[src/rtl/lfsr_pkg.sv]
// rtl/lfsr_pkg.sv - shared tap table, FSM encoding and default-seed helper for lfsr_bank
package lfsr_pkg;

    typedef enum logic [1:0] {
        S_IDLE = 2'd0,
        S_RUN  = 2'd1,
        S_DONE = 2'd2
    } state_t;

    // Maximal-length taps; bit (t-1) is set for every tap t of the polynomial.
    function automatic logic [15:0] tap_mask(int w);
        case (w)
            4:       return 16'h000C;
            5:       return 16'h0014;
            6:       return 16'h0030;
            7:       return 16'h0060;
            8:       return 16'h00B8;
            9:       return 16'h0110;
            10:      return 16'h0240;
            11:      return 16'h0500;
            12:      return 16'h0829;
            13:      return 16'h100D;
            14:      return 16'h2015;
            15:      return 16'h6000;
            16:      return 16'hD008;
            default: return 16'h0000;
        endcase
    endfunction

    function automatic logic [15:0] galois_mask(int w);
        logic [15:0] m;
        logic [15:0] r;
        m = tap_mask(w);
        r = '0;
        for (int i = 0; i < w; i++) r[w-1-i] = m[i];
        return r;
    endfunction

    function automatic logic [15:0] default_seed(int w, logic [7:0] base, logic [7:0] step, int k);
        int s;
        s = (int'(base) + k * int'(step)) % (1 << w);
        if (s == 0) s = 1;
        return 16'(s);
    endfunction

endpackage

[src/rtl/lfsr_core.sv]
// rtl/lfsr_core.sv - one LFSR channel: state register with reseed, load and step
module lfsr_core
    import lfsr_pkg::*;
#(
    parameter int               WIDTH  = 8,
    parameter int               GALOIS = 0,
    parameter logic [WIDTH-1:0] SEED   = 1
) (
    input  logic             clk,
    input  logic             rst,
    input  logic             reseed,
    input  logic             load,
    input  logic [WIDTH-1:0] load_data,
    input  logic             step,
    output logic [WIDTH-1:0] value
);

    localparam logic [WIDTH-1:0] FIB_MASK = WIDTH'(tap_mask(WIDTH));
    localparam logic [WIDTH-1:0] GAL_MASK = WIDTH'(galois_mask(WIDTH));

    logic [WIDTH-1:0] nxt;

    always_comb begin
        nxt = '0;
        if (GALOIS != 0)
            nxt = {value[WIDTH-2:0], 1'b0} ^ (value[WIDTH-1] ? GAL_MASK : '0);
        else
            nxt = {value[WIDTH-2:0], ^(value & FIB_MASK)};
    end

    always_ff @(posedge clk or negedge rst) begin
        if (!rst)        value <= SEED;
        else if (reseed) value <= SEED;
        else if (load)   value <= load_data;
        else if (step)   value <= nxt;
    end

endmodule

[src/rtl/lfsr_bank.sv]
// rtl/lfsr_bank.sv - multi-channel LFSR generator with burst FSM and valid/ready output
module lfsr_bank
    import lfsr_pkg::*;
#(
    parameter int         WIDTH     = 8,
    parameter int         NUM_CH    = 4,
    parameter int         GALOIS    = 0,
    parameter logic [7:0] SEED_BASE = 8'hA5,
    parameter logic [7:0] SEED_STEP = 8'h1D,
    parameter int         COUNT_W   = 16,
    localparam int        CH_W      = (NUM_CH > 1) ? $clog2(NUM_CH) : 1
) (
    input  logic                    clk,
    input  logic                    rst,
    input  logic                    rst_lfsr,
    input  logic                    en_lfsr,
    input  logic                    start,
    input  logic [COUNT_W-1:0]      num_samples,
    input  logic                    seed_we,
    input  logic [CH_W-1:0]         seed_ch,
    input  logic [WIDTH-1:0]        seed_data,
    output logic [NUM_CH*WIDTH-1:0] out,
    output logic                    out_valid,
    input  logic                    out_ready,
    output logic                    busy,
    output logic                    done,
    output logic                    lockup_err
);

    localparam logic [COUNT_W-1:0] ONE = COUNT_W'(1);

    state_t             state;
    logic [COUNT_W-1:0] cnt;
    logic [COUNT_W-1:0] num_q;
    logic               consume;
    logic               start_ok;
    logic               seed_ok;
    logic [WIDTH-1:0]   seed_val;

    assign out_valid = (state == S_RUN) && en_lfsr;
    assign busy      = (state == S_RUN);
    assign done      = (state == S_DONE);
    assign consume   = out_valid && out_ready && !rst_lfsr;
    assign start_ok  = (state == S_IDLE) && start && (num_samples != '0) && !rst_lfsr;
    assign seed_ok   = seed_we && (state != S_RUN) && !rst_lfsr && (32'(seed_ch) < NUM_CH);
    // A zero seed would lock the register at zero forever, so it is replaced by 1.
    assign seed_val  = (seed_data == '0) ? WIDTH'(1) : seed_data;

    for (genvar k = 0; k < NUM_CH; k++) begin : g_ch
        lfsr_core #(
            .WIDTH  (WIDTH),
            .GALOIS (GALOIS),
            .SEED   (WIDTH'(default_seed(WIDTH, SEED_BASE, SEED_STEP, k)))
        ) u_core (
            .clk       (clk),
            .rst       (rst),
            .reseed    (rst_lfsr),
            .load      (seed_ok && (32'(seed_ch) == k)),
            .load_data (seed_val),
            .step      (consume),
            .value     (out[k*WIDTH +: WIDTH])
        );
    end

    always_ff @(posedge clk or negedge rst) begin
        if (!rst) begin
            state      <= S_IDLE;
            cnt        <= '0;
            num_q      <= '0;
            lockup_err <= 1'b0;
        end else if (rst_lfsr) begin
            state      <= S_IDLE;
            cnt        <= '0;
            lockup_err <= 1'b0;
        end else begin
            if (seed_ok && (seed_data == '0)) lockup_err <= 1'b1;
            case (state)
                S_IDLE: if (start_ok) begin
                    state <= S_RUN;
                    cnt   <= '0;
                    num_q <= num_samples;
                end
                S_RUN: if (consume) begin
                    cnt <= cnt + ONE;
                    if (cnt == num_q - ONE) state <= S_DONE;
                end
                S_DONE:  state <= S_IDLE;
                default: state <= S_IDLE;
            endcase
        end
    end

endmodule

[config.mk]
export PLATFORM = sky130hd
export DESIGN_NAME = lfsr_bank
export DESIGN_NICKNAME = d
export VERILOG_FILES = /design/src/rtl/lfsr_pkg.sv /design/src/rtl/lfsr_core.sv /design/src/rtl/lfsr_bank.sv
export SDC_FILE = /design/constraint.sdc
export NUM_CORES = 1
export LEC_CHECK = 0
export CAP_MARGIN = 30
export CORE_MARGIN = 2
export CORE_UTILIZATION = 56
export DETAILED_ROUTE_END_ITERATION = 16
export GPL_ROUTABILITY_DRIVEN = 0
export GPL_TIMING_DRIVEN = 1
export PLACE_DENSITY = 0.95
export SYNTH_ARGS = -nofsm -noshare
export SYNTH_HDL_FRONTEND = slang
export SYNTH_SLANG_ARGS = --single-unit
[constraint.sdc]
create_clock -name clk -period 5.5 [get_ports clk]
set_clock_uncertainty 0.15 [all_clocks]
set_input_delay 1.1 -clock clk [delete_from_list [all_inputs] [get_ports clk]]
set_output_delay 1.1 -clock clk [all_outputs]
set_load 0.01 [all_outputs]
==> summary.txt, run 1 <==
STA
  • Post-route minimum period: 3.490 ns
  • TNS Setup: 0 ns
  • Fmax: 286.5 MHz
  • Worst slew pin tran: 0.8446 ns
  • Final hold viol count: 0
  • Final Cycle Share: 0.6345
  • Final setup violation count: 0
  • Max Slew Vio Count: 0
  • RSZ-0062 raised after global routing: no
  • Rel. slew slack: 0.4317

Logic synthesis
  • Simple-gate share of the synthesized area: 0.1988
  • Sequential share of the synthesized area: 0.4629
  • Compound-Gate Fraction of Synth Area: 0.1535
  • Proportion of synthesized area in mux cells: 0.05378
  • Mapped Cells: 372
  • Share of the synthesized area in the top cell type: 0.3199
  • Main flop type after synthesis: dfrtp_1
  • EDFF count, synth: 0
  • Async SR Flop Fraction: 1.000
  • Syn Nets: 407
  • Xor/xnor cell area share of the yosys netlist: 0.1025
  • Synth area leader: dfrtp_1
  • Synth Cell Area: 3676 um2
  • Synth warn: 0
  • Syn_area_per_cell: 9.882 um2
  • Flops & latches, synth: 67
  • Largest family of logic cells by synthesized area: simple AND/OR/NAND/NOR gates
  • Adder-Cell Fraction of Synth Area: 0.006807
  • Synth cell types: 48
  • Synth top area cells: dfrtp_1, dfstp_2, xor2_1

Finish
  • N_diodes: 0
  • Most frequent cells in the layout: clkdlybuf4s50_1, dfrtp_1, nor2_1
  • Commonest non-fill, non-tap cell in the layout: clkdlybuf4s50_1
  • Final net count: 478
  • P&R area growth vs syn: 26.85%
  • Final core utilization: 0.7344
  • Layout cells sized above 1: 0.1429

Power
  • Power per cell area: 265.1 nW/um2
  • P_leak: 1.997 nW
  • VDD IR max: 190.4 uV

Routing
  • Routed WL per cell: 17.86 um
  • DR vias: 3184
  • Initial DRC Count: 189
  • Drt pass-1 iters: 4
  • DRC: 0
  • Drt total wl: 9379 um
  • Via-to-Cell Ratio: 6.065
  • Post-route ant nets: 0

GRT
  • First-pass GRT wire length: 15460 um
  • GR Util All Layers: 0.2690
  • Antenna violations before repair: 0
  • Grt ovf: 0
  • Pin count of the biggest net entering global routing: 68
  • Number of global-route vias before repair: 3298

Die
  • # IOs: 69
  • Initial cell density of the core: 0.5789
  • CORE AREA: 6350 um2
  • Die Width: 85.02 um
  • Die Area: 7228 um2
  • Die Y: 85.02 um
  • Row count: 29

CTS
  • H-tree level count: 3
  • Root Driver: clkbuf_8
  • Postcts setup bufs: 0
  • CTS buffer count: 9
  • CTS tree: done
  • Worst-Skew Late Latency: 0.35 ns
  • CTS Hold Bufs: 0
  • Clock sink count: 67
  • Clock transition at the registers of the reported paths: 0.07 ns
  • CTS max path bufs: 2
  • Cts repair resizes: 0

Worst hold path
  • Worst Hold Class: flop to flop

Setup path
  • Worst setup SP type: input pin
  • CP required: 4.25 ns
  • Max FO, Critical Path: 3
  • Arrival @ worst endpoint: 2.24 ns
  • CP endpoint kind: output port
  • Critical path class: input pin to output port

Run status
  • Status: completed

Placed design
  • IO Port Bufs: 68
  • Post-DP HPWL: 6656 um

Job
  • Max-cap viol count: 0
## synthesized netlist by cell type (all sizes together) (5+ instances only)
| cell | count |
|---|---|
| xor2 | 29 |
| nand3b | 5 |
| nand2b | 5 |
| mux2 | 14 |
| nand2 | 27 |
| inv | 7 |
| nand4 | 5 |
| nand3 | 10 |
| o22ai | 20 |
| nor2 | 46 |
| and3 | 5 |
| dfstp | 20 |
| o21bai | 21 |
| dfrtp | 47 |
| nor4 | 8 |
| a22oi | 11 |
| xnor2 | 14 |
| o21ai | 7 |
| clkbuf | 13 |
| a21oi | 13 |
| nor3 | 5 |
## flip-flops by register name, indices dropped and copies added, names as in the netlist
| register | cells |
|---|---|
| lockup_err | 1 |
| cnt | 16 |
| g_ch.u_core.value | 32 |
| state | 2 |
| num_q | 16 |
## cell families (layout without fill, tap and decap cells)
| kind of cell | count (synthesis) | in the layout |
|---|---|---|
| fa+ha+maj | 2 | 2 |
| mux | 18 | 18 |
| flops | 67 | 67 |
| simple gates | 137 | 137 |
| compound gates | 84 | 84 |
| xor+xnor | 43 | 43 |
| buf+inv | 21 | 97 |
## worst max-delay path, stage by stage
cell	delay, ns
clkdlybuf4s50_1	0.49
and2_1	0.12
clkdlybuf4s50_1	0.53
## stage by stage
step           power (mW)  cell area, um2  hold WS [ns]  cells  worst slack (ns)
2_1_floorplan      0.6981            3676        0.3508    372             2.765
3_3_place_gp       0.7822            4424        0.3324    507             2.019
3_5_place_dp       0.7952            4443        0.3493    509             1.995
4_1_cts             1.239            4663        0.3685    525             2.007
5_1_grt             1.287            4663        0.3870    525             1.990
6_report            1.236            4663        0.3721    525             2.010
## area by class of cell
class | count | area, um2
multi-input combinational | 284 | 1894
sequential | 67 | 1702
fill | 446 | 1687
timing repair buffer | 74 | 724.4
clock buffer | 11 | 162.7
tap | 77 | 96.34
clock inverter | 5 | 57.56
inverter | 7 | 26.28
## metal layers
layer,global-route usage,share of wire,vias to the layer above
met5,0,0,-
met4,0.1053,0.025,0
met3,0.07685,0.077,24
met2,0.4567,0.51,136
met1,0.3235,0.39,1544
li1,-,-,1480
## path summary, 6_finish.rpt
| path | from | end | slack [ns] | cells past startpoint |
|---|---|---|---|---|
| worst min-delay path | lockup_err$_DFFE_PN0P_ | lockup_err$_DFFE_PN0P_ | 0.37 | 2 |
| min in group asynchronous | rst | g_ch[3].u_core.value[0]$_DFFE_PN0P_ | 0.79 | 2 |
| max in group asynchronous | rst | cnt[7]$_DFFE_PN0P_ | 3.88 | 2 |
| worst max-delay path | en_lfsr | out_valid | 2.01 | 3 |
| worst min register to register | lockup_err$_DFFE_PN0P_ | lockup_err$_DFFE_PN0P_ | 0.37 | 2 |
| worst max register to register | num_q[3]$_DFFE_PN0P_ | state[0]$_DFFE_PN0P_ | 2.94 | 6 |
## report_power, final
| part | internal, mW | switching [mW] | total [mW] |
|---|---|---|---|
| combinational | 0.112 | 0.109 | 0.222 |
| sequential | 0.528 | 0.0411 | 0.569 |
| clock | 0.249 | 0.196 | 0.445 |
(Power assumes the default switching activity.)
==> run 2: changes to the inputs <==
--- a/config.mk
+++ b/config.mk
@@ -7,11 +7,11 @@
 export LEC_CHECK = 0
 export CAP_MARGIN = 30
 export CORE_MARGIN = 2
-export CORE_UTILIZATION = 56
+export CORE_UTILIZATION = 47
 export DETAILED_ROUTE_END_ITERATION = 16
 export GPL_ROUTABILITY_DRIVEN = 0
 export GPL_TIMING_DRIVEN = 1
-export PLACE_DENSITY = 0.95
+export PLACE_DENSITY = 0.86
 export SYNTH_ARGS = -nofsm -noshare
 export SYNTH_HDL_FRONTEND = slang
 export SYNTH_SLANG_ARGS = --single-unit
==> constraint.sdc (replaced) <==
create_clock -name clk -period 3 [get_ports clk]
set_clock_uncertainty 0.15 [all_clocks]
set_input_delay 0.6 -clock clk [delete_from_list [all_inputs] [get_ports clk]]
set_output_delay 0.6 -clock clk [all_outputs]
set_load 0.01 [all_outputs]
==> run 2 against run 1 <==
Core utilization decreased by 11 points. Register-to-register slack got worse by 2.4 ns. Sequential share of layout area decreased by 0.90 points. Count of clock-buffer cells in the layout decreased by 1. Largest power group unchanged. Highest routed layer unchanged.
==> summary.txt, run 2 (same netlist as run 1, synthesis figures left out) <==
Finish
  • Final net count: 484 (+1.3%)
  • Max reg flops: 32 (unchanged)
  • Largest regs: g_ch.u_core.value: 32 flops, cnt: 16 flops, num_q: 16 flops
  • Commonest non-fill, non-tap cell in the layout: clkdlybuf4s50_1
  • N_diodes: 0 (unchanged)
  • Non-filler instance count after layout: 556 (+5.9%)
  • Layout cells sized above 1: 0.1542 (+0.01133)
  • P&R area growth vs syn: 30.05%
  • Largest register by flop count: g_ch.u_core.value
  • Most frequent cells in the layout: clkdlybuf4s50_1, dfrtp_1, nor2_1

Die
  • Die Area: 8545 um2 (+18%)
  • Initial cell density of the core: 0.4807 (-0.09822)
  • Die Y: 92.44 um (+8.7%)
  • CORE AREA: 7647 um2 (+20%)
  • Die Width: 92.44 um (+8.7%)
  • Row count: 32 (+10%)
  • # IOs: 69 (unchanged)

Power
  • P_leak: 2.044 nW (+2.3%)
  • Tot Pwr: 2.399 mW (+94%)
  • Power per cell area: 501.7 nW/um2 (+89%)
  • VDD IR max: 338.6 uV (+78%)

GRT
  • First-pass GRT wire length: 15390 um (-0.45%)
  • Antenna violations before repair: 0 (unchanged)
  • Number of global-route vias before repair: 3199 (-3.0%)
  • Pin count of the biggest net entering global routing: 43 (-37%)
  • Grt ovf: 0 (unchanged)
  • GR Util All Layers: 0.2282 (-0.04086)

Setup path
  • Critical path class: flop to output port
  • Worst setup SP type: flop
  • Worst path max stage delay: 0.53 ns (about the same)
  • Arrival @ worst endpoint: 1.86 ns (-0.38 ns)
  • CP bufs+invs: 2 (unchanged)
  • Max FO, Critical Path: 6 (+3)
  • CP cell instances: nand2b_1 > inv_1 > and2_1 > clkdlybuf4s50_1
  • FF-to-FF setup slack: 0.57 ns (-2.37 ns)
  • CP required: 2.25 ns (-2.00 ns)
  • CP endpoint kind: output port
  • Family with the most delay on the worst path: buffers and inverters
  • Slowest CP cell: clkdlybuf4s50_1

CTS
  • CTS tree: done
  • Clock sink count: 67 (unchanged)
  • H-tree level count: 3 (unchanged)
  • CTS Hold Bufs: 0 (unchanged)
  • Postcts setup bufs: 0 (unchanged)
  • Root Driver: clkbuf_8
  • Clock transition at the registers of the reported paths: 0.08 ns (about the same)
  • Worst-Skew Late Latency: 0.35 ns (about the same)
  • CTS max path bufs: 2 (unchanged)
  • CTS buffer count: 9 (unchanged)
  • Cts repair resizes: 0 (unchanged)

Routing
  • Via-to-Cell Ratio: 5.782 (-4.7%)
  • Drt pass-1 iters: 5 (+1)
  • DRC: 0 (unchanged)
  • Initial DRC Count: 198 (+4.8%)
  • DR vias: 3215 (+0.97%)
  • Highest metal used: met4
  • WL met1: 3863 um (+5.9%)
  • Metal2 WL: 4832 um (+1.4%)
  • Drt total wl: 9683 um (+3.2%)
  • Post-route ant nets: 0 (unchanged)
  • Metal3 WL: 782 um (+8.0%)
  • Routed WL per cell: 17.42 um (-2.5%)

Job
  • Max-cap viol count: 0 (unchanged)

Placed design
  • Post-DP HPWL: 6959 um (+4.6%)
  • DP Cell Count: 540 (+6.1%)
  • IO Port Bufs: 68 (unchanged)

STA
  • Fmax: 382.6 MHz
  • Worst slew pin tran: 0.6977 ns (-0.1469 ns)
  • Final setup violation count: 0 (unchanged)
  • RSZ-0062 raised after global routing: no
  • Max Slew Vio Count: 0 (unchanged)
  • Final Cycle Share: 0.8713
  • Rel. slew slack: 0.5323 (+0.1006)
  • Final hold viol count: 0 (unchanged)
  • Post-route minimum period: 2.614 ns

Worst hold path
  • Worst Hold Class: input pin to async pin

Run status
  • Status: completed
## run 2: cell count changes in the layout (fill, tap and decap cells not counted), sizes merged
| cell | previous run | this run |
|---|---|---|
| buf | 7 | 13 |
| bufinv | 1 | 3 |
| clkbuf | 11 | 10 |
| clkinv | 2 | 1 |
## run 2: final timing paths
check / cells after the start / start / endpoint
max: 4 / state[1]$_DFFE_PN0P_ / out_valid
min: 1 / rst / num_q[5]$_DFFE_PN0P_
max reg2reg: 8 / num_q[0]$_DFFE_PN0P_ / state[1]$_DFFE_PN0P_
min reg2reg: 2 / lockup_err$_DFFE_PN0P_ / lockup_err$_DFFE_PN0P_
max in group asynchronous: 2 / rst / g_ch[2].u_core.value[1]$_DFFE_PN1P_
min in group clk: 2 / lockup_err$_DFFE_PN0P_ / lockup_err$_DFFE_PN0P_
## run 2: stage by stage
step	util	hold WS [ns]	setup slack, ns	TNS, ns	instance area (um2)
after CTS	0.6252	0.1111	0.3967	0	4781
final	0.6252	0.1062	0.3862	0	4781
after detailed placement	0.5926	0.3390	0.09531	0	4532
after global routing	0.6252	0.1422	0.2696	0	4781
after global placement	0.5911	0.3286	-0.1173	-0.1173	4521
after floorplan	-	0.1544	0.7647	0	3676
## run 2: area by class of cell
cell class                      instances  area, um2
Clock buffer                           10      137.6
Clock inverter                          6      111.4
Fill cell                             594       2867
Inverter                                7      26.28
Multi-Input combinational cell        284       1894
Sequential cell                        67       1702
Tap cell                              102      127.6
Timing Repair Buffer                   80      782.0
## run 2: routing by layer
metal,track usage,vias to the layer above
met2,0.3936,141
li1,-,1506
met4,0.08582,0
met3,0.05777,16
met5,0,-
met1,0.2745,1552
## run 2: power by group
group | switching (mW) | internal, mW | leakage, nW
combinational | 0.207 | 0.212 | 1.09
clock | 0.361 | 0.576 | 0.123
sequential | 0.0745 | 0.968 | 0.830
total | 0.642 | 1.76 | 2.04
